`src/rtl/matrix_store_pkg.sv`:
```
// Shared definitions for the matrix store: FSM encoding, header layout and name packing.
// Reader-side logic imports this package so both ends agree on the slot layout.
package matrix_store_pkg;

    localparam int HEADER_WORDS = 3;

    typedef logic [2:0] store_state_t;

    localparam store_state_t ST_IDLE   = 3'd0;
    localparam store_state_t ST_CHECK  = 3'd1;
    localparam store_state_t ST_HEADER = 3'd2;
    localparam store_state_t ST_DATA   = 3'd3;
    localparam store_state_t ST_DONE   = 3'd4;

    localparam logic [1:0] HDR_DIM_OFS   = 2'd0;
    localparam logic [1:0] HDR_NAME0_OFS = 2'd1;
    localparam logic [1:0] HDR_NAME1_OFS = 2'd2;

    // First character lands in the most significant byte.
    function automatic logic [31:0] pack_name_word(input logic [7:0] c0, input logic [7:0] c1,
                                                   input logic [7:0] c2, input logic [7:0] c3);
        return {c0, c1, c2, c3};
    endfunction

endpackage

```
`src/rtl/matrix_store_writer.sv`:
```
// Write-side responder of the storage manager: validates a matrix write, stores a 3-word
// header plus row-major data into the slot's BRAM block, and tracks per-slot validity.
module matrix_store_writer
    import matrix_store_pkg::*;
#(
    parameter int BLOCK_SIZE = 1152,
    parameter int DATA_WIDTH = 32,
    parameter int ADDR_WIDTH = 14,
    parameter int NUM_SLOTS  = 8,
    parameter int MAX_DIM    = 32
) (
    input  logic                  clk,
    input  logic                  rst_n,
    input  logic                  write_request,
    output logic                  write_ready,
    input  logic [2:0]            write_matrix_id,
    input  logic [7:0]            write_rows,
    input  logic [7:0]            write_cols,
    input  logic [7:0]            write_name [0:7],
    input  logic [DATA_WIDTH-1:0] write_data,
    input  logic                  write_data_valid,
    output logic                  writer_ready,
    output logic                  write_done,
    output logic                  write_error,
    input  logic                  abort,
    output logic                  bram_wr_en,
    output logic [ADDR_WIDTH-1:0] bram_wr_addr,
    output logic [DATA_WIDTH-1:0] bram_wr_data,
    output logic [NUM_SLOTS-1:0]  slot_valid
);

    store_state_t          state_q, state_d;
    logic [2:0]            id_q, id_d;
    logic [7:0]            rows_q, rows_d;
    logic [7:0]            cols_q, cols_d;
    logic [7:0]            name_q [0:7];
    logic [7:0]            name_d [0:7];
    logic [ADDR_WIDTH-1:0] base_q, base_d;
    logic [15:0]           total_q, total_d;
    logic [15:0]           cnt_q, cnt_d;
    logic [1:0]            hdr_cnt_q, hdr_cnt_d;
    logic                  ready_q, ready_d;
    logic                  wready_q, wready_d;
    logic                  done_q, done_d;
    logic                  error_q, error_d;
    logic                  wr_en_q, wr_en_d;
    logic [ADDR_WIDTH-1:0] wr_addr_q, wr_addr_d;
    logic [DATA_WIDTH-1:0] wr_data_q, wr_data_d;
    logic [NUM_SLOTS-1:0]  slot_valid_q, slot_valid_d;
    logic                  req_ok;

    assign req_ok = (32'(id_q) < NUM_SLOTS)
                 && (rows_q != 8'd0) && (32'(rows_q) <= MAX_DIM)
                 && (cols_q != 8'd0) && (32'(cols_q) <= MAX_DIM);

    always_comb begin
        state_d      = state_q;
        id_d         = id_q;
        rows_d       = rows_q;
        cols_d       = cols_q;
        name_d       = name_q;
        base_d       = base_q;
        total_d      = total_q;
        cnt_d        = cnt_q;
        hdr_cnt_d    = hdr_cnt_q;
        slot_valid_d = slot_valid_q;
        wr_en_d      = 1'b0;
        wr_addr_d    = wr_addr_q;
        wr_data_d    = wr_data_q;
        done_d       = 1'b0;
        error_d      = 1'b0;

        case (state_q)
            ST_IDLE: begin
                if (write_request && ready_q) begin
                    id_d    = write_matrix_id;
                    rows_d  = write_rows;
                    cols_d  = write_cols;
                    name_d  = write_name;
                    state_d = ST_CHECK;
                end
            end
            ST_CHECK: begin
                // A valid target loses its committed flag even if this transfer is aborted.
                if (req_ok) begin
                    slot_valid_d[id_q] = 1'b0;
                end
                if (abort) begin
                    state_d = ST_IDLE;
                end else if (!req_ok) begin
                    error_d = 1'b1;
                    state_d = ST_IDLE;
                end else begin
                    base_d    = ADDR_WIDTH'(32'(id_q) * BLOCK_SIZE);
                    total_d   = {8'h00, rows_q} * {8'h00, cols_q};
                    cnt_d     = 16'd0;
                    hdr_cnt_d = 2'd0;
                    state_d   = ST_HEADER;
                end
            end
            ST_HEADER: begin
                if (abort) begin
                    state_d = ST_IDLE;
                end else begin
                    wr_en_d   = 1'b1;
                    wr_addr_d = base_q + ADDR_WIDTH'(hdr_cnt_q);
                    case (hdr_cnt_q)
                        HDR_DIM_OFS:   wr_data_d = DATA_WIDTH'({16'h0000, rows_q, cols_q});
                        HDR_NAME0_OFS: wr_data_d = DATA_WIDTH'(pack_name_word(name_q[0], name_q[1],
                                                                              name_q[2], name_q[3]));
                        default:       wr_data_d = DATA_WIDTH'(pack_name_word(name_q[4], name_q[5],
                                                                              name_q[6], name_q[7]));
                    endcase
                    hdr_cnt_d = hdr_cnt_q + 2'd1;
                    if (hdr_cnt_q == HDR_NAME1_OFS) begin
                        state_d = ST_DATA;
                    end
                end
            end
            ST_DATA: begin
                if (abort) begin
                    state_d = ST_IDLE;
                end else if (write_data_valid && wready_q) begin
                    wr_en_d   = 1'b1;
                    wr_addr_d = base_q + ADDR_WIDTH'(HEADER_WORDS) + ADDR_WIDTH'(cnt_q);
                    wr_data_d = write_data;
                    cnt_d     = cnt_q + 16'd1;
                    if (cnt_q == total_q - 16'd1) begin
                        slot_valid_d[id_q] = 1'b1;
                        done_d             = 1'b1;
                        state_d            = ST_DONE;
                    end
                end
            end
            ST_DONE: begin
                state_d = ST_IDLE;
            end
            default: begin
                state_d = ST_IDLE;
            end
        endcase

        ready_d  = (state_d == ST_IDLE);
        wready_d = (state_d == ST_DATA);
    end

    always_ff @(posedge clk or negedge rst_n) begin
        if (!rst_n) begin
            state_q      <= ST_IDLE;
            id_q         <= '0;
            rows_q       <= '0;
            cols_q       <= '0;
            name_q       <= '{default: '0};
            base_q       <= '0;
            total_q      <= '0;
            cnt_q        <= '0;
            hdr_cnt_q    <= '0;
            ready_q      <= 1'b1;
            wready_q     <= 1'b0;
            done_q       <= 1'b0;
            error_q      <= 1'b0;
            wr_en_q      <= 1'b0;
            wr_addr_q    <= '0;
            wr_data_q    <= '0;
            slot_valid_q <= '0;
        end else begin
            state_q      <= state_d;
            id_q         <= id_d;
            rows_q       <= rows_d;
            cols_q       <= cols_d;
            name_q       <= name_d;
            base_q       <= base_d;
            total_q      <= total_d;
            cnt_q        <= cnt_d;
            hdr_cnt_q    <= hdr_cnt_d;
            ready_q      <= ready_d;
            wready_q     <= wready_d;
            done_q       <= done_d;
            error_q      <= error_d;
            wr_en_q      <= wr_en_d;
            wr_addr_q    <= wr_addr_d;
            wr_data_q    <= wr_data_d;
            slot_valid_q <= slot_valid_d;
        end
    end

    assign write_ready  = ready_q;
    assign writer_ready = wready_q;
    assign write_done   = done_q;
    assign write_error  = error_q;
    assign bram_wr_en   = wr_en_q;
    assign bram_wr_addr = wr_addr_q;
    assign bram_wr_data = wr_data_q;
    assign slot_valid   = slot_valid_q;

endmodule

```
`config.mk`:
```
export PLATFORM = sky130hd
export DESIGN_NAME = matrix_store_writer
export DESIGN_NICKNAME = d
export VERILOG_FILES = /design/src/rtl/matrix_store_pkg.sv /design/src/rtl/matrix_store_writer.sv
export SDC_FILE = /design/constraint.sdc
export NUM_CORES = 1
export LEC_CHECK = 0
export CORE_ASPECT_RATIO = 0.8
export CORE_MARGIN = 2
export CORE_UTILIZATION = 45
export DETAILED_ROUTE_END_ITERATION = 16
export GPL_TIMING_DRIVEN = 0
export PLACE_DENSITY = 0.69
export SLEW_MARGIN = 10
export SYNTH_ARGS = -nofsm -noshare
export SYNTH_HDL_FRONTEND = slang
export SYNTH_SLANG_ARGS = --single-unit
export TNS_END_PERCENT = 30
```
`constraint.sdc`:
```
create_clock -name clk -period 5.8 [get_ports clk]
set_clock_uncertainty 0.2 [all_clocks]
set_input_delay 0.87 -clock clk [delete_from_list [all_inputs] [get_ports clk]]
set_output_delay 0.87 -clock clk [all_outputs]
set_load 0.01 [all_outputs]
```
* Word-level counts from Yosys, hierarchy flattened
Index checks and enable logic that the tools add are counted.
W data, S select, Z words.
** Cells by class
- Add/subtract/negate cells :: 6
- Multipliers :: 2
- Order comparisons :: 4
- Equality and inequality tests :: 13
- Mux-type cells :: 45
- Bitwise logic cells :: 4
- Reductions and logical operators :: 20
** Operator list (number)
- $pmux W32 S2 :: 2
- $mux W32 :: 3
- $mux W16 :: 4
- $mux W14 :: 3
- $mux W8 :: 4
- $pmux W16 S2 :: 1
- $pmux W14 S2 :: 1
- $mux W3 :: 6
- $add A16 B1 Y16 const B :: 1
- $eq A16 B16 Y1 :: 1
- $le A8 B6 Y1 const B :: 2
- $mul A8 B8 Y16 :: 1
- $pmux W8 S2 :: 1
- $reduce_bool A8 Y1 :: 2
- $sub A16 B1 Y16 const B :: 1
- $add A14 B14 Y14 :: 1
- $add A14 B2 Y14 :: 1
- $add A14 B2 Y14 const B :: 1
- $ne A2 B2 Y1 const B :: 6
- $pmux W3 S4 :: 1
- $mux W1 :: 11
- $mux W2 :: 5
- $reduce_and A5 Y1 :: 2
- $eq A3 B2 Y1 const B :: 3
- 21 further kinds :: 30
** Word-level totals
- Bits in registers :: 186
- Input bits :: 120
- Output and inout bits :: 59

* Longest topological paths before layout
Gate-level depths: netlist of the first run.
- Word-level depth :: 9
- Gate-level depth with buffers :: 18

* Worst setup path after synthesis of the first run
No wires, ideal clock.
- Kind :: flip-flop to flip-flop
- Start :: register cols_q[4]
- End :: register total_q[13]
- Setup time :: 125 ps
- Data arrival time :: 4270 ps
- Required time :: 5475 ps
- Slack :: 1206 ps
- Stages on the path, launching flop included :: 19
- Clock period less this slack :: 4594 ps
- Cell sequence :: dfrtp_1 > clkbuf_1 > and2_1 > fa_1 > inv_1 > fa_1 > inv_1 > fa_1 > inv_1 > fa_1 > inv_1 > ha_1 > o21a_1 > o31a_1 > o211ai_1 > a21oi_1 > nor3_1 > xnor2_1 > mux2_2
** Between the ends
- Longest elaborated chain between the ends :: 4
- Elaborated cells on any way between the ends :: 6
** Ends and longest elaborated chain
- start, declared :: line matrix_store_writer.sv:35 : logic [7:0] cols_q, cols_d;
- start signal, assigned :: line matrix_store_writer.sv:170 : cols_q <= cols_d;
- branches (longest 4 deep; another with $mul A8 B8 Y16)
- end signal, assigned :: line matrix_store_writer.sv:173 : total_q <= total_d;
- end, declared :: line matrix_store_writer.sv:39 : logic [15:0] total_q, total_d;
Several ways; the timed one is not identified.
A chain may end at the register's enable or synchronous reset.

* Final worst setup path of the first run
- Start :: register cols_q[5]
- End :: register total_q[13]
Same word-level chain as after synthesis.

==> impl.org, run 1 <==
** Die
- The die covers 25900 um^2.
- Height of the die :: roughly 140 um
- Starting density of the core :: 0.457
- The floorplan has slightly above 50 rows.
- Core ar. :: about 24000 um^2
- ~180 I/O pins were placed.
- Die outline width :: around 180 um

** Setup path
- The worst register-to-register path has a setup slack of between 0.7 and 0.8 ns.
- Data required time of the worst path :: ~5.9 ns
- The critical path in this run is classified as register to register.
- Crit end category :: register
- Data on the critical path arrives at its endpoint at around 5.2 ns.
- Stage delay of the slowest cell on the critical path :: about 0.54 ns
- CP Launch Type :: register
- In this design, the critical path's most frequently occurring cell is fa_1.
- In this run the critical register-to-register path is captured at total_q[13]$_DFFE_PN0P_.
- Of all nets on the critical path, the largest fanout is 10.
- The number of buffers and inverters on the critical path is 4.
- Measured in cells, the most critical reg-to-reg path has a length of 17.
- Cell type group with the largest total delay on the critical path :: adder cells
- The signal on the critical path passes through clkbuf_1 -> nand2_1 -> fa_1 -> fa_1 -> inv_1 -> fa_1 -> inv_1 -> fa_1 -> inv_1 -> ha_1 -> o21a_1 -> o31a_1 -> o211ai_1 -> a21oi_1 -> nor3_1 -> xnor2_1 -> mux2_2.
- For this design, the slowest cell found on the critical path is fa_1.
- Startpoint of the worst-slack reg-to-reg timing path :: cols_q[5]$_DFFE_PN0P_

** Synthesis
- Library cell occupying the most area in the post-synthesis netlist :: dfrtp_1
- Of the total synthesized cell area, the portion taken by full adders, half adders and majority gates is 0.119.
- Counting flops and latches in the post-synthesis netlist gives about 180.
- Post-synth top area share :: 0.409
- A synthesized cell averages 9.66 um^2.
- Main combinational cell family by area after synthesis :: simple AND/OR/NAND/NOR gates
- Xor/xnor share of the synthesized area :: 0.0348
- The complex-gate fraction of the synthesized area was 0.124.
- In the synthesized netlist the dominant register cell turns out to be dfrtp_1.
- Simple logic cell fraction of the synthesized area :: 0.174
- For this run, the number of Yosys warnings is 0.
- Sorting the synthesized cells by area gives the leading types as dfrtp_1 (41%), mux2_2 (8.5%), fa_1 (6.5%).
- Count of flip-flops with a built-in enable after synthesis :: 0
- The synthesized netlist contains just over 60 unique library cells.
- Post-synthesis cell area :: around 11000 um^2
- For this run, the register share of the synthesized area comes to 0.411.
- Fraction of registers with async set/reset :: 1.00
- The portion of synthesized area spent on multiplexers is 0.0871.
- Total nets after synthesis :: between 1k and 1.5k
- Synth Instances :: about 1.1k

** Power
- For this design the static power due to leakage is approximately 5.9 nW.
- Part of the power in the clock network :: 0.121
- Power spread over the standard cell area amounts to between 600 and 700 nW/um^2.
- Internal power component :: roughly 5 mW
- The share of total power dissipated in sequential elements is 0.213.
- Of the total power, the share spent switching nets is 0.461.
- Net switching power of the design :: 4.39 mW
- Combinational share of power :: 0.666
- VDD sags by at most roughly 0.85 mV.

** CTS
- CTS sink count :: 182
- Post-CTS setup buffers :: 0
- In this run, post-CTS hold repair placed 0 buffers.
- Clock tree synthesis selected as its root buffer the cell clkbuf_16.
- Bufs on Longest Clock Path :: 2
- For the worst-skew pair, the clock arrives at the later sink with an insertion delay of between 0.4 and 0.5 ns.
- Clock tree synthesis inserted a total of 17 buffers.
- Clock Pin Slew Worst Setup and Hold Paths :: roughly 0.070 ns
- CTS resizes :: 0
- CTS tree :: done
- The clock tree synthesis step divided the H-tree into 4 levels.

** Detailed routing
- Routed via count :: 9042
- Wire length per cell after detailed routing :: roughly 18 um
- The pre-antenna-repair detailed-routing pass consisted of 5 iterations.
- Remaining design rule violation count :: 0
- Wire length after detailed routing :: 30800 um
- Post-DRT Antenna Nets :: 0
- Vias per inst :: 5.39
- Detailed router's first-iteration violation count :: between 600 and 700

** Cells and area
- Post-route cell area :: between 10000 and 15000 um^2
- Final Non-Filler Cells :: 1678
- Of the cells placed in the final design, the portion with a size suffix greater than 1 is 0.0949.
- Number of nets in the layout :: ~1.6k
- The area growth from synthesis to layout is 25.1%.

** Timing
- Number of hold violations in the final report :: 0
- Worst slew pin tran :: between 1 and 1.5 ns
- Setup repair after global routing left no endpoint under its margin.
- Max-slew violation total from the final report :: 0
- Based on the critical path, the design can be clocked at up to 0.198 GHz.
- In this run the tightest slew margin relative to its limit is 0.271.
- Final Cycle Share :: 0.872
- The worst path needs 5.06 ns of the cycle, external delays included.
- Setup violations remaining at the end of the flow were counted as 0.
- Post-Route Hold Slack :: roughly 0.20 ns

** Global routing
- Residual overflow from global routing :: 0
- The number of global-route vias before repair is roughly 9k.
- GRT Util Overall :: 0.244
- Pin count of the biggest net entering global routing :: just over 100
- The first global-routing pass estimated between 40000 and 50000 um of wire.
- The number of antenna violations at the first check in global routing was 1.

** Placement
- Port buffering added around 180 buffers.
- Once placement completed, the tool counted placed cells totaling roughly 1.6k.
- The congestion estimate from routability-driven global placement came to ~0.84.
- Post-detailed-placement cell area :: 13300 um^2
- Detailed placement ended at an HPWL of 23500 um.

** Status
- The run finished with clean final reports.

** Worst hold path
- The min-delay analysis places its worst path in the category primary input to async pin.

** Run
- Max-cap violations in this run came to 0.
cell usage after synthesis (19+ instances only):
| cell | n |
|---|---|
| a21oi_1 | 60 |
| and2_1 | 55 |
| clkbuf_1 | 67 |
| dfrtp_1 | 181 |
| fa_1 | 36 |
| ha_1 | 48 |
| inv_1 | 73 |
| mux2_2 | 84 |
| nand2_1 | 129 |
| nand3_1 | 35 |
| nor2_1 | 50 |
| nor3b_1 | 19 |
| o21ai_0 | 102 |
| xnor2_1 | 25 |
| xor2_1 | 19 |
area by class of cell:
type                    count  area [um^2]
fillers                  2158        10400
multi-input cells         823         5980
flip-flops and latches    182         4560
repair buffers            179         1810
clock buffers              18          429
well taps                 318          398
plain buffers              70          278
inverters                  73          274
clock inverters            14          141
diodes                      1         2.50
logic make-up after synthesis:
kind of cell / Yosys count
and+or+nand+nor: 375
buffers and inverters: 143
muxes: 86
DFF: 182
AOI/OAI and AO/OA: 234
xor gates and xnor gates: 44
adders and majority gates: 84
flip-flops by register name (all words and copies together), names as in the netlist, 2 cells and up, named ones only:
| register | count |
|---|---|
| name_q | 64 |
| bram_wr_data | 32 |
| cnt_q | 16 |
| total_q | 16 |
| bram_wr_addr | 14 |
| cols_q | 8 |
| rows_q | 8 |
| base_q | 3 |
| id_q | 3 |
| state_q | 3 |
| hdr_cnt_q | 2 |
metal layers:
layer  part of all wire  track usage  routed length (um)  vias up
met2               0.45        0.381               13900      263
met1               0.47        0.336               14400     4412
li1                   -            -                   -     4342
met3              0.073       0.0735                2250       25
met5                  0            0                   0        -
met4              0.010       0.0526                 308        0
how the worst max path moves through the flow:
| stage | from | to | depth (start not counted) |
|---|---|---|---|
| finish | cols_q[5]$_DFFE_PN0P_ | total_q[13]$_DFFE_PN0P_ | 17 |
| floorplan | cols_q[4]$_DFFE_PN0P_ | total_q[13]$_DFFE_PN0P_ | 18 |
| global route | cols_q[5]$_DFFE_PN0P_ | total_q[13]$_DFFE_PN0P_ | 17 |
| global placement | rst_n | bram_wr_data[18]$_DFFE_PN0P_ | 1 |
| detailed placement | cols_q[5]$_DFFE_PN0P_ | total_q[13]$_DFFE_PN0P_ | 17 |
| CTS | cols_q[5]$_DFFE_PN0P_ | total_q[13]$_DFFE_PN0P_ | 17 |
power by group through the flow:
stage                     registers [mW]  logic (mW)  clock network, mW
after floorplan                     2.01        4.68                  0
after global placement              2.03        6.21                  0
after detailed placement            2.04        6.31                  0
after CTS                           2.02        6.37               1.17
after global routing                2.09        7.27               1.22
final                               2.03        6.35               1.15
layout by cell type (no fill, tap or decap), drive strengths merged, types with 9 or more instances in the layout:
master | netlist | routed
clkdlybuf4s50 | 0 | 177
nand2 | 129 | 129
nor3 | 14 | 14
nor4 | 9 | 9
a21oi | 60 | 60
mux2 | 84 | 84
and2 | 56 | 56
o21ai | 102 | 102
ha | 48 | 48
clkbuf | 67 | 85
dfrtp | 181 | 181
o31ai | 9 | 9
nor2 | 50 | 50
or3 | 14 | 14
inv | 73 | 79
a22oi | 16 | 16
a21o | 11 | 11
fa | 36 | 36
xor2 | 19 | 19
nand3 | 35 | 35
nor3b | 19 | 19
xnor2 | 25 | 25
metrics by stage:
stage               total power, mW  TNS, ns  utilization  setup WS (ns)
floorplan                      6.68        0            -           1.21
global placement               8.24  -759.58        0.547          -4.21
detailed placement             8.35        0        0.548          0.701
CTS                            9.56        0        0.572          0.688
global route                   10.6        0        0.572          0.375
finish                         9.53        0        0.572          0.741
(Power assumes the default switching activity.)
==> inputs of run 2 (changes only) <==
--- a/config.mk
+++ b/config.mk
@@ -8,6 +8,7 @@
 export CORE_ASPECT_RATIO = 0.8
 export CORE_MARGIN = 2
 export CORE_UTILIZATION = 45
+export CTS_CLUSTER_DIAMETER = 120
 export DETAILED_ROUTE_END_ITERATION = 16
 export GPL_TIMING_DRIVEN = 0
 export PLACE_DENSITY = 0.69
==> results of run 2 <==
The final DEF is identical to that of run 1; final timing and power are the same.
==> inputs of run 3 (changes only) <==
--- a/config.mk
+++ b/config.mk
@@ -5,13 +5,14 @@
 export SDC_FILE = /design/constraint.sdc
 export NUM_CORES = 1
 export LEC_CHECK = 0
+export ABC_AREA = 1
 export CORE_ASPECT_RATIO = 0.8
 export CORE_MARGIN = 2
 export CORE_UTILIZATION = 45
 export CTS_CLUSTER_DIAMETER = 120
 export DETAILED_ROUTE_END_ITERATION = 16
 export GPL_TIMING_DRIVEN = 0
-export PLACE_DENSITY = 0.69
+export PLACE_DENSITY = 0.68
 export SLEW_MARGIN = 10
 export SYNTH_ARGS = -nofsm -noshare
 export SYNTH_HDL_FRONTEND = slang
==> run 3 against run 2 <==
Against the previous run: non-clock buffer count grew 1; highest routed layer unchanged; critical endpoint is now total_q[12]$_DFFE_PN0P_; fmax rose by 4.0%; first-iteration DRC count up 7.7%; final cell count rose by 25%.
==> impl.org, run 3 <==
** Status
- The run finished with clean final reports.

** Synthesis
- Most numerous cell in the Yosys netlist :: nand2_1
- Yosys printed 0 warnings.
- The most used flip-flop cell after synthesis is dfrtp_1.
- After synthesis, the share of flip-flops with an asynchronous set or reset is 1.00.
- Top cells by area, synth :: dfrtp_1 (39%), nand2_1 (12%), inv_1 (7.8%)
- In this run, synthesis inferred 0 flip-flops with an integrated enable.
- Most numerous cell types in the synthesized netlist :: nand2_1 (383), inv_1 (243), dfrtp_1 (181), o21ai_0 (144), nor2_1 (120)
- Synth Instances :: ~1.5k
- The share of the Yosys chip area taken by registers is 0.388.
- Post-synthesis sequential element count :: 182
- When the netlist entered floorplanning its net count stood at roughly 1.7k.
- The biggest area contributor in the post-synthesis netlist is dfrtp_1.
- Post-synthesis cell area :: approximately 12000 um^2
- The number of different library cells used by synthesis comes to 50.
- Mean area per synthesized cell :: between 7 and 8 um^2
- Post-synth top area share :: 0.386

** Timing
- Fmax :: 0.206 GHz
- The final number of hold-violating endpoints was 0.
- Setup repair after global routing left no endpoint under its margin.
- Final Cycle Share :: 0.839
- Final hold analysis gives a worst-case slack of between 0.15 and 0.2 ns.
- Min cycle time layout :: slightly below 5 ns
- At the pin with the least slew margin, the transition time is 0.750 ns.
- Post-Route Setup TNS :: 0 ns
- Total setup violations reported at the end of the flow :: 0
- The number of slew-limit violations in the final report was 0.
- Measured against its own limit, the worst slew margin works out to 0.500.

** Cells and area
- Largest register FFs :: between 60 and 70
- After routing the design area is ~15000 um^2.
- Area delta synth->final :: 24.6%
- In the final design database the tool counted roughly 1.9k nets.
- Largest reg by FF count :: name_q
- Most frequent cells in the layout :: nand2_1 (383), inv_1 (243), dfrtp_1 (181)
- The finished layout holds 2095 standard cells, fillers aside.
- Leaving out fill and tap cells, the most frequent cell in the layout is nand2_1.
- Share of layout cells above drive strength 1 :: 0.0729

** CTS
- CTS sink count :: 182
- The clock passes through at most 2 buffers.
- The number of hold buffers added after CTS was 0.
- Root Driver :: clkbuf_16
- TritonCTS built the clock tree.
- In this run the post-CTS setup repair buffer count came out at 0.
- Clock Pin Slew Worst Setup and Hold Paths :: 0.07 ns
- Clock network latency to the later pin of the worst-skew pair :: 0.44 ns
- Cts bufs inserted :: 17
- CTS resizes :: 0
- The H-tree was split into 4 levels.

** Setup path
- Data arrives at the worst endpoint at around 5.0 ns.
- Of all nets on the critical path, the largest fanout is 9.
- The signal on the critical path passes through clkbuf_1 -> nand2_1 -> fa_1 -> fa_1 -> inv_1 -> fa_1 -> inv_1 -> fa_1 -> inv_1 -> ha_1 -> a21oi_1 -> a21boi_0 -> o21ai_0 -> nand3_1 -> nand3_1 -> nand2_1 -> nand2_1 -> o21ai_0.
- Cell type group with the largest total delay on the critical path :: adder cells
- The most numerous cell type found on the critical path is fa_1.
- The worst setup path is captured at a register.
- Crit path depth :: 18
- Data on the critical path is required at its endpoint by between 5 and 6 ns.
- The number of cells on the worst reg-to-reg path is 18.
- Critical path type :: register to register
- Critical path buffers and inverters :: 4
- The worst setup path is launched from a register.
- Stage delay of the slowest cell on the critical path :: ~0.55 ns
- The slowest stage of the critical path is the fa_1 cell.

** Placement
- Post-detailed-placement cell area :: roughly 14000 um^2
- Input and output buffers added on the ports amount to ~180.
- Summed over all nets, the half-perimeter wirelength after detailed placement is approximately 27000 um.
- In this run, placement finished with an instance count of approximately 2.1k.
- Routability-driven placement finished with a final weighted congestion of roughly 0.93.

** Power
- Power per Cell Area :: roughly 560 nW/um^2
- For this design the static power due to leakage is 7.20 nW.
- IR analysis of the VDD net gives a maximum drop of around 0.38 mV.

** Global routing
- Number of antenna violations at the first check in global routing :: 2
- Residual overflow from global routing :: 0
- Vias in the first global route :: 10.6k
- The first global-routing pass estimated 55900 um of wire.
- Met2 Use GR :: 0.414
- GRT Util Overall :: 0.263
- Entering global routing, the biggest net connects 108 pins.
- For this run, global-route usage on met3 was measured as 0.0495.
- Busiest layer in global routing :: met2
- For met1 alone, demand over resource in global routing was 0.373.

** Detailed routing
- Wire length after detailed routing :: roughly 35000 um
- Detailed router's first-iteration violation count :: 730
- The pre-antenna-repair detailed-routing pass consisted of 6 iterations.
- After detailed routing, the average wire length per cell comes to between 15 and 20 um.
- Remaining design rule violation count :: 0
- For this block, the via count after detailed routing is between 10k and 15k.
- Dividing the detail-routed via count by the number of cells gives about 5.1.
- The detail route stage leaves a number of antenna-violating nets equal to 0.

** Die
- In this run the horizontal extent of the chip is around 180 um.
- Count of pins on the block boundary :: 179
- Height of the die :: about 150 um
- Starting density of the core :: 0.461
- Site row count :: 52
- Core ar. :: 25500 um^2
- The die covers ~27000 um^2.

** Run
- Max-Cap Viols :: 0

** Worst hold path
- Min-Delay Path Class :: primary input to async pin
[run 3: changes by cell type after synthesis, moves of 40 or more]
cell / previous run / this run
clkbuf_1: 67 / 27
nor2_1: 50 / 120
o21ai_0: 102 / 144
and2_1: 55 / 0
inv_1: 73 / 243
mux2_2: 84 / 0
nand2_1: 129 / 383
[run 3: kinds of logic after synthesis]
kind of cell / after synthesis / share of synthesized area
adders and majority gates: 84 / 0.112
and+or+nand+nor: 634 / 0.232
xor gates and xnor gates: 45 / 0.0342
DFF: 182 / 0.388
AOI/OAI and AO/OA: 257 / 0.119
buffers and inverters: 329 / 0.114
[run 3: final timing paths]
path	from	endpoint	slack [ns]
max	cols_q[7]$_DFFE_PN0P_	total_q[12]$_DFFE_PN0P_	0.93
min	rst_n	total_q[11]$_DFFE_PN0P_	0.17
max reg2reg	cols_q[7]$_DFFE_PN0P_	total_q[12]$_DFFE_PN0P_	0.93
min reg2reg	register	register	0.28
max in group asynchronous	rst_n	name_q[32]$_DFFE_PN0P_	4.21
min in group clk	register	register	0.28
[run 3: area by class of cell]
class                      instances  area (um^2)
fill                            2417        10900
antenna                            2         5.00
clock buffer                      17          425
buffer                            71          373
sequential                       182         4560
multi-input combinational       1020         5850
clock inverter                    15          203
timing repair buffer             179         1810
tap                              351          439
inverter                         258          970
[run 3: through the flow]
step | setup slack, ns | utilization | total power, mW
6_report | 0.935 | 0.574 | 8.21
5_1_grt | 0.536 | 0.574 | 9.00
4_1_cts | 0.916 | 0.573 | 8.21
3_5_place_dp | 0.940 | 0.549 | 6.94
3_3_place_gp | -4.12 | 0.548 | 6.81
2_1_floorplan | 1.39 | - | 5.43
[run 3: power by group]
group | leakage (nW) | switching [mW] | internal, mW
clock | 0.297 | 0.596 | 0.628
combinational | 4.64 | 3.03 | 1.92
sequential | 2.26 | 0.271 | 1.76
total | 7.20 | 3.90 | 4.31
[run 3: per-layer routing]
layer	wire length (um)	part of all wire
met3	2350	0.068
met4	781	0.022
met5	0	0
met2	15500	0.45
met1	16100	0.46
